==> src/rtl/ariane_pkg.sv <==
// Shared types for the branch resolution controller.
//   branchpredict_t : resolution record from the branch unit, also the
//                     registered predictor (BTB) update format.
//   br_state_e      : resolution controller FSM states.
package ariane_pkg;

  // Default depth of in-flight unresolved control-flow instructions.
  localparam int unsigned NR_UNRESOLVED_BRANCHES = 1;

  typedef struct packed {
    logic        valid;
    logic [63:0] pc;
    logic [63:0] target_address;
    logic        is_mispredict;
    logic        is_taken;
    logic        clear;
  } branchpredict_t;

  typedef enum logic [1:0] {
    BR_IDLE,
    BR_FLUSH,
    BR_REDIRECT
  } br_state_e;

endpackage

==> src/rtl/branch_resolve_ctrl_sat_counter.sv <==
// Saturating up-counter with synchronous clear.
//   clk_i   : clock
//   rst_i   : asynchronous active-high reset (count to 0)
//   inc_i   : increment request; ignored once the counter is all ones
//   clear_i : synchronous clear, wins over inc_i
//   count_o : current count
module sat_counter #(
  parameter int unsigned WIDTH = 32
) (
  input  logic             clk_i,
  input  logic             rst_i,
  input  logic             inc_i,
  input  logic             clear_i,
  output logic [WIDTH-1:0] count_o
);

  logic [WIDTH-1:0] r_count;

  always_ff @(posedge clk_i or posedge rst_i) begin
    if (rst_i) begin
      r_count <= '0;
    end else if (clear_i) begin
      r_count <= '0;
    end else if (inc_i && (r_count != '1)) begin
      r_count <= r_count + WIDTH'(1);
    end
  end

  assign count_o = r_count;

endmodule

==> src/rtl/branch_resolve_ctrl.sv <==
// Branch resolution controller: tracks unresolved control-flow instructions,
// turns mispredicts into a one-cycle pipeline flush followed by a frontend
// redirect handshake, and emits registered predictor updates.
//   clk_i, rst_i         : clock, asynchronous active-high reset
//   flush_i              : global flush, overrides everything
//   issue_branch_i       : ID issues a control-flow instruction
//   issue_ready_o        : another control-flow instruction may issue
//   resolve_i            : resolve strobe, record on resolved_branch_i
//   redirect_valid_o/redirect_ready_i/redirect_pc_o : frontend redirect
//   flush_unissued_o/flush_ex_o : kill younger instructions in ID / EX
//   btb_update_o         : accepted resolution, one cycle later
//   outstanding_o        : unresolved in-flight count
//   mispredict_cnt_o     : saturating mispredict counter
// CNT_W must satisfy 2**CNT_W > NR_UNRESOLVED.
module branch_resolve_ctrl
  import ariane_pkg::*;
#(
  parameter int unsigned NR_UNRESOLVED = NR_UNRESOLVED_BRANCHES,
  parameter int unsigned CNT_W         = 4
) (
  input  logic             clk_i,
  input  logic             rst_i,
  input  logic             flush_i,
  input  logic             issue_branch_i,
  output logic             issue_ready_o,
  input  logic             resolve_i,
  input  branchpredict_t   resolved_branch_i,
  output logic             redirect_valid_o,
  input  logic             redirect_ready_i,
  output logic [63:0]      redirect_pc_o,
  output logic             flush_unissued_o,
  output logic             flush_ex_o,
  output branchpredict_t   btb_update_o,
  output logic [CNT_W-1:0] outstanding_o,
  output logic [31:0]      mispredict_cnt_o
);

  localparam logic [CNT_W-1:0] LP_MAX = CNT_W'(NR_UNRESOLVED);

  br_state_e      r_state, w_state_next;
  logic [CNT_W-1:0] r_cnt;
  logic [63:0]    r_pc;
  branchpredict_t r_btb;

  logic w_accept, w_mispredict, w_dec, w_inc;

  // Resolves outside IDLE belong to younger instructions being killed.
  assign w_accept     = resolve_i && (r_state == BR_IDLE) && !flush_i;
  // A clear (aliasing / non-branch hit) is recovered like a mispredict.
  assign w_mispredict = w_accept && (resolved_branch_i.is_mispredict || resolved_branch_i.clear);
  assign w_dec        = w_accept && !resolved_branch_i.clear;
  assign w_inc        = issue_branch_i && issue_ready_o;

  always_ff @(posedge clk_i or posedge rst_i) begin
    if (rst_i) begin
      r_state <= BR_IDLE;
    end else begin
      r_state <= w_state_next;
    end
  end

  always_comb begin
    w_state_next     = r_state;
    redirect_valid_o = 1'b0;
    flush_unissued_o = 1'b0;
    flush_ex_o       = 1'b0;
    issue_ready_o    = 1'b0;
    unique case (r_state)
      BR_IDLE: begin
        issue_ready_o = (r_cnt < LP_MAX);
        if (w_mispredict) w_state_next = BR_FLUSH;
      end
      BR_FLUSH: begin
        redirect_valid_o = 1'b1;
        flush_unissued_o = 1'b1;
        flush_ex_o       = 1'b1;
        w_state_next     = redirect_ready_i ? BR_IDLE : BR_REDIRECT;
      end
      BR_REDIRECT: begin
        redirect_valid_o = 1'b1;
        if (redirect_ready_i) w_state_next = BR_IDLE;
      end
      default: w_state_next = BR_IDLE;
    endcase
    if (flush_i) w_state_next = BR_IDLE;
  end

  // Simultaneous issue and decrement cancel out, including at zero.
  always_ff @(posedge clk_i or posedge rst_i) begin
    if (rst_i) begin
      r_cnt <= '0;
    end else if (flush_i || (r_state == BR_FLUSH)) begin
      r_cnt <= '0;
    end else if (w_inc && !w_dec) begin
      r_cnt <= r_cnt + CNT_W'(1);
    end else if (w_dec && !w_inc && (r_cnt != '0)) begin
      r_cnt <= r_cnt - CNT_W'(1);
    end
  end

  always_ff @(posedge clk_i or posedge rst_i) begin
    if (rst_i) begin
      r_pc  <= '0;
      r_btb <= '0;
    end else begin
      if (w_mispredict) r_pc <= resolved_branch_i.target_address;
      if (w_accept) begin
        r_btb       <= resolved_branch_i;
        r_btb.valid <= 1'b1;
      end else begin
        r_btb <= '0;
      end
    end
  end

  sat_counter #(
    .WIDTH(32)
  ) u_mispredict_cnt (
    .clk_i   (clk_i),
    .rst_i   (rst_i),
    .inc_i   (w_mispredict),
    .clear_i (1'b0),
    .count_o (mispredict_cnt_o)
  );

  assign redirect_pc_o = r_pc;
  assign btb_update_o  = r_btb;
  assign outstanding_o = r_cnt;

endmodule
==> config.mk <==
export PLATFORM = sky130hd
export DESIGN_NAME = branch_resolve_ctrl
export DESIGN_NICKNAME = d
export VERILOG_FILES = /design/src/rtl/ariane_pkg.sv /design/src/rtl/branch_resolve_ctrl_sat_counter.sv /design/src/rtl/branch_resolve_ctrl.sv
export SDC_FILE = /design/constraint.sdc
export NUM_CORES = 1
export LEC_CHECK = 0
export BUFFER_PORTS_ARGS = -buffer_cell sky130_fd_sc_hd__buf_2
export CAP_MARGIN = 15
export CELL_PAD_IN_SITES_DETAIL_PLACEMENT = 0
export CELL_PAD_IN_SITES_GLOBAL_PLACEMENT = 1
export CORE_ASPECT_RATIO = 2
export CORE_UTILIZATION = 36
export DETAILED_ROUTE_END_ITERATION = 8
export GPL_TIMING_DRIVEN = 0
export PLACE_DENSITY_LB_ADDON = 0.1
export SYNTH_ARGS = -nofsm -noshare
export SYNTH_HDL_FRONTEND = slang
export SYNTH_SLANG_ARGS = --single-unit
export TNS_END_PERCENT = 1
==> constraint.sdc <==
create_clock -name clk_i -period 11.46 [get_ports clk_i]
set_input_delay 2.292 -clock clk_i [delete_from_list [all_inputs] [get_ports clk_i]]
set_output_delay 2.292 -clock clk_i [all_outputs]
set_load 0.01 [all_outputs]
; Yosys cells after proc, flatten, opt, wreduce, memory -nomap -nowiden
; Index checks and enable logic that the tools add are counted.
[classes]
n_addsub = 3
n_lt_le_gt_ge = 1
n_eq_ne = 5
mux = 12
n_reduce_logical = 20
[op_table]
columns = op, n
row1 = two-way mux 132 bit, 1
row2 = adder 32 x 1 -> 32 bit (second input constant), 1
row3 = inequality test 32 bit (second input constant), 1
row4 = two-way mux 4 bit, 3
row5 = logical AND 1 bit, 9
row6 = two-way mux 2 bit, 4
row7 = case mux 2 bit (3 select lines), 1
row8 = adder 4 x 1 -> 4 bit (second input constant), 1
row9 = zero test 1 bit, 4
row10 = < comparator 4 x 1 -> 1 bit (second input constant), 1
row11 = nonzero test 4 bit, 1
row12 = subtractor 4 x 1 -> 4 bit (second input constant), 1
row13 = two-way mux 1 bit, 3
row14 = inequality test 3 x 2 -> 1 bit (second input constant), 1
row15 = inequality test 3 bit (second input constant), 1
row16 = nonzero test 3 bit, 1
row17 = == test 2 x 1 -> 1 bit (second input constant), 1
row18 = == test 2 bit (second input constant), 1
row19 = zero test 2 bit, 1
row20 = logical OR 1 bit, 2
row21 = AND reduction 2 bit, 1
row22 = OR reduction 2 bit, 1
[word_totals]
reg_bits = 234
inputBits = 138
out_inout_bits = 236
elab_cells = 51

; Longest topological paths before layout
[depth]
word_depth = 9
mapped_depth = 9
ltp_nobuf = 8

; Hierarchy
; From an unflattened synthesis, not the netlist that was laid out.
[unflattened]
hier_cells = 654
area_unflattened_um2 = 8814.7
[by_module_without_submodules]
columns = module, n_inst, cells_each, area_per_inst_um2
row1 = branch_resolve_ctrl, 1, 468, 7074.3
row2 = sat_counter, 1, 186, 1740.4

; Worst setup path after synthesis
; Ideal clock, no wire load.
[synth_path]
path_type = input port to flip-flop
start = input port flush_i
end = register u_mispredict_cnt.r_count[29] (netlist: u_mispredict_cnt.count_o[29])
setup_time_ns = 0.080
arrival_ns = 3.495
slack_ns = 7.885
path_stages = 6
path_buffers = 0
path_cell_list = nand3b_4 -> clkinv_2 -> o21ai_2 -> or3_4 -> nor4_4 -> xnor2_1
[synth_between]
elab_chain_len = 4
[synth_lines]
columns = item, line
row1 = "start, declared", branch_resolve_ctrl.sv:23  ; input logic flush_i,
row2 = zero test 1 bit, branch_resolve_ctrl.sv:48  ; assign w_accept = resolve_i && (r_state == BR_IDLE) && !flush_i;
row3 = logical AND 1 bit, branch_resolve_ctrl.sv:48
row4 = logical AND 1 bit, branch_resolve_ctrl.sv:50  ; assign w_mispredict = w_accept && (resolved_branch_i.is_mispredict || resolved_branch_i.clear);
row5 = logical AND 1 bit, branch_resolve_ctrl_sat_counter.sv:24  ; end else if (inc_i && (r_count != '1)) begin
row6 = "end signal, assigned", branch_resolve_ctrl_sat_counter.sv:25  ; r_count <= r_count + WIDTH'(1);
row7 = "end, declared", branch_resolve_ctrl_sat_counter.sv:17  ; logic [WIDTH-1:0] r_count;
; No other way between the ends.
; A chain may end at the register's enable or synchronous reset.

; Worst setup path in the final report
[layout_path]
start = register r_state[0]
end = output port issue_ready_o
[layout_between]
elab_chain_len = 2
[layout_lines]
columns = item, line
row1 = "start, declared", branch_resolve_ctrl.sv:40  ; br_state_e r_state, w_state_next;
row2 = "start signal, assigned", branch_resolve_ctrl.sv:58  ; r_state <= w_state_next;
row3 = zero test 2 bit, branch_resolve_ctrl.sv:68  ; unique case (r_state)
row4 = two-way mux 1 bit, branch_resolve_ctrl.sv:68
row5 = "end, declared", branch_resolve_ctrl.sv:25  ; output logic issue_ready_o,
; No other way between the ends.

==> reports/summary.log <==
[yosys] Post-synth EDFFs 0
[route] Vias 6,577
[sta] setup violation total in the final timing report 0
[final_layout] number of nets in the finished design 1,287
[cts] source-to-sink clock delay at the later pin of the worst-skew pair 0.53 ns
[sta] Fmax 239 MHz
[cts] number of clock sinks 234
[global_routing] via count of the first global-routing pass 6,915
[cts] number of buffers inserted to repair setup after CTS 0
[global_routing] global-route wire length before repair 39.4 mm
[global_routing] total track usage 0.211
[global_routing] largest net degree at the start of global routing 107
[power] power consumption 2.06 mW
[die] number of placed I/O pins 374
[yosys] Synth warnings 0
[placement] number of instances in the placed design 1,401
[cts] clk slew on worst S/H paths 0.07 ns
[power] static power due to leakage 6.66 nW
[die] Die Footprint 24,700 sq um
[yosys] Synth async-reset ratio 1.00
[die] area of the core 23,400 sq um
[sta] max-slew violations 0
[power] maximum resistive drop on vdd 0.127 mV
[sta] worst relative slew slack 0.545
[cts] post-CTS sizing 0
[global_routing] residual overflow from global routing 0
[sta] Final Cycle Share 0.365
[final_layout] non-filler cells, final 1,442
[placement] final weighted congestion in routability-driven placement 0.799
[route] Vias/cell 4.56
[sta] total count of hold-check failures in the final report 0
[yosys] synthesized netlist cell count 744
[global_routing] antenna violations before repair 2
[route] first-pass detailed-route iteration total 8
[status] run status finished with violations
[yosys] nets in the synthesized netlist 888
[route] routed length per placed instance 17.7 um
[die] floorplan die height 221 um
[final_layout] total area of multi-input combinational cells 2600 sq um
[sta] final worst path period need 4.18 ns
[final_layout] layout cells sized above 1 0.374
[cts] maximum level of the CTS H-tree 1
[final_layout] sequential cell area in the final layout 5860 sq um
[route] number of remaining DRC errors 15
[placement] HPWL reported at the end of detailed placement 19.6 mm
[die] starting utilization of the core area 0.369
[sta] hold_ws 0.466 ns
[yosys] mean instance size in the synthesized netlist 11.6 sq um
[min_path] Tightest Hold Check Type reg -> reg
[placement] placement-stage cell area 10,900 sq um
[sta] slew at the pin closest to its max-slew limit 0.683 ns
[cts] library cell used as clock root buffer sky130_fd_sc_hd__clkbuf_16
[yosys] number of synthesized register bits 234
[yosys] count of distinct cell types in the synthesized netlist 46
[die] standard-cell rows 79
[critical_path] Data required, critical path 9.17 ns
[critical_path] type of the setup path with the least slack reg -> out
[cts] TritonCTS clock tree built
[final_layout] final standard cell utilization of the core 0.501
[sta] Worst Skew 0.0223 ns
[final_layout] Layout fillers 2,258
[flow_run] maxcap violations 0
[critical_path] startpoint types flop
[yosys] part of the Yosys area used for sequential elements 0.678
[cts] maximum buffer depth of the clock tree 3
[die] Horiz. Die Dim 112 um
[placement] number of I/O port buffers 372
[sta] unrepaired setup endpoints after global routing false
[cts] total CTS buffers 23
[critical_path] CP Data Arrival Time 1.89 ns
[route] detailed router's first-iteration violation count 302
[critical_path] Worst setup EP type output pin
[yosys] cell area after synthesis 8640 sq um
[yosys] ys flop type sky130_fd_sc_hd__dfrtp_1
[final_layout] synth-to-layout area growth 36.0%
[final_layout] Final Cell Area 11,700 sq um
[status] violations in the final reports design-rule violations
[critical_path] maximum fanout count along the critical path 5
[power] power density over the cells 176 nW/um^2
[route] antenna viol nets, final 0
[cts] hold buffer count at cts 0
[route] detailed-route wire length 25.5 mm
==> registers in the layout, summed over array words and instances (netlist names) <==
name,count
u_mispredict_cnt.count_o,32
redirect_pc_o,64
outstanding_o,4
btb_update_o,132
r_state,2
==> metrics by stage <==
stage	setup slack, ns	TNS [ns]
global route	7.15	0
detailed placement	7.24	0
floorplan	2.75	0
CTS	7.24	0
finish	7.28	0
global placement	-0.0519	-5.01
==> worst max-delay path: stages, from the launching register on <==
cell                       delay (ns)
sky130_fd_sc_hd__dfrtp_1         0.38
sky130_fd_sc_hd__inv_1           0.10
sky130_fd_sc_hd__ha_1            0.29
sky130_fd_sc_hd__nor4bb_1        0.36
sky130_fd_sc_hd__buf_2           0.22
==> cell families (layout without fill, tap and decap cells) <==
kind of cell / after synthesis / count (layout) / synth area share
DFF: 234 / 234 / 0.678
other: 0 / 1 / 0
and+or+nand+nor: 410 / 410 / 0.245
buffers and inverters: 44 / 458 / 0.0207
xor gates and xnor gates: 30 / 30 / 0.0304
AOI/OAI and AO/OA: 18 / 18 / 0.0151
muxes: 2 / 2 / 0.00246
adders and majority gates: 6 / 6 / 0.00869
==> report_power, final <==
group | switching [mW] | total (mW) | internal (mW)
Clock | 0.326 | 0.823 | 0.497
Sequential | 0.0405 | 0.940 | 0.900
Combinational | 0.180 | 0.300 | 0.120
==> routing by layer <==
metal  share of wire  vias up  GRT usage  wire, um
met2            0.58      241      0.425     14700
met1            0.32     3167      0.196      8140
met4           0.024        2     0.0658       612
met3           0.078       37     0.0616      2000
met5         0.00047        -          0        12
li1                -     3130          -         -
==> Yosys cell counts, types with 7 or more instances <==
master / n / area (sq um)
sky130_fd_sc_hd__and2_1: 135 / 845
sky130_fd_sc_hd__and3_1: 7 / 43.8
sky130_fd_sc_hd__clkbuf_1: 22 / 82.6
sky130_fd_sc_hd__dfrtp_1: 234 / 5860
sky130_fd_sc_hd__inv_1: 12 / 45.0
sky130_fd_sc_hd__nand2_1: 207 / 777
sky130_fd_sc_hd__nand3_1: 12 / 60.1
sky130_fd_sc_hd__nand4_1: 7 / 43.8
sky130_fd_sc_hd__nor2_1: 10 / 37.5
sky130_fd_sc_hd__nor3_1: 10 / 50.1
sky130_fd_sc_hd__xnor2_1: 15 / 131
sky130_fd_sc_hd__xor2_1: 15 / 131
==> final timing paths <==
check	from	cells past startpoint	to	slack [ns]
hold reg to reg	redirect_pc_o[58]	2	redirect_pc_o[58]	0.47
max in group asynchronous	rst_i	3	btb_update_o[121]	8.85
min in group asynchronous	rst_i	2	btb_update_o[19]	1.77
setup / recovery	r_state[0]	4	issue_ready_o	7.28
setup reg to reg	r_state[0]	8	redirect_pc_o[45]	9.05
hold / removal	redirect_pc_o[58]	2	redirect_pc_o[58]	0.47
==> layout by cell type, fill, tap and decap left out, types with 6 or more instances in the layout <==
cell,instances
sky130_fd_sc_hd__buf_2,373
sky130_fd_sc_hd__xor2_1,15
sky130_fd_sc_hd__and3_1,7
sky130_fd_sc_hd__nand2_1,207
sky130_fd_sc_hd__clkbuf_16,23
sky130_fd_sc_hd__inv_1,11
sky130_fd_sc_hd__clkbuf_1,22
sky130_fd_sc_hd__ha_1,6
sky130_fd_sc_hd__dfrtp_1,234
sky130_fd_sc_hd__nor2_1,10
sky130_fd_sc_hd__nand4_1,7
sky130_fd_sc_hd__xnor2_1,15
sky130_fd_sc_hd__clkbuf_8,6
sky130_fd_sc_hd__nand3_1,12
sky130_fd_sc_hd__nor3_1,10
sky130_fd_sc_hd__and2_1,135
==> final cells by class <==
class	instances	share of cell area
diodes	1	0.000213
plain buffers	31	0.0110
clock buffers	29	0.0560
clock inverters	11	0.0143
inverters	13	0.00490
multi-input cells	466	0.222
flip-flops and latches	234	0.499
well taps	283	0.0301
repair buffers	374	0.163
No activity file was read; power rests on OpenSTA's default activity.
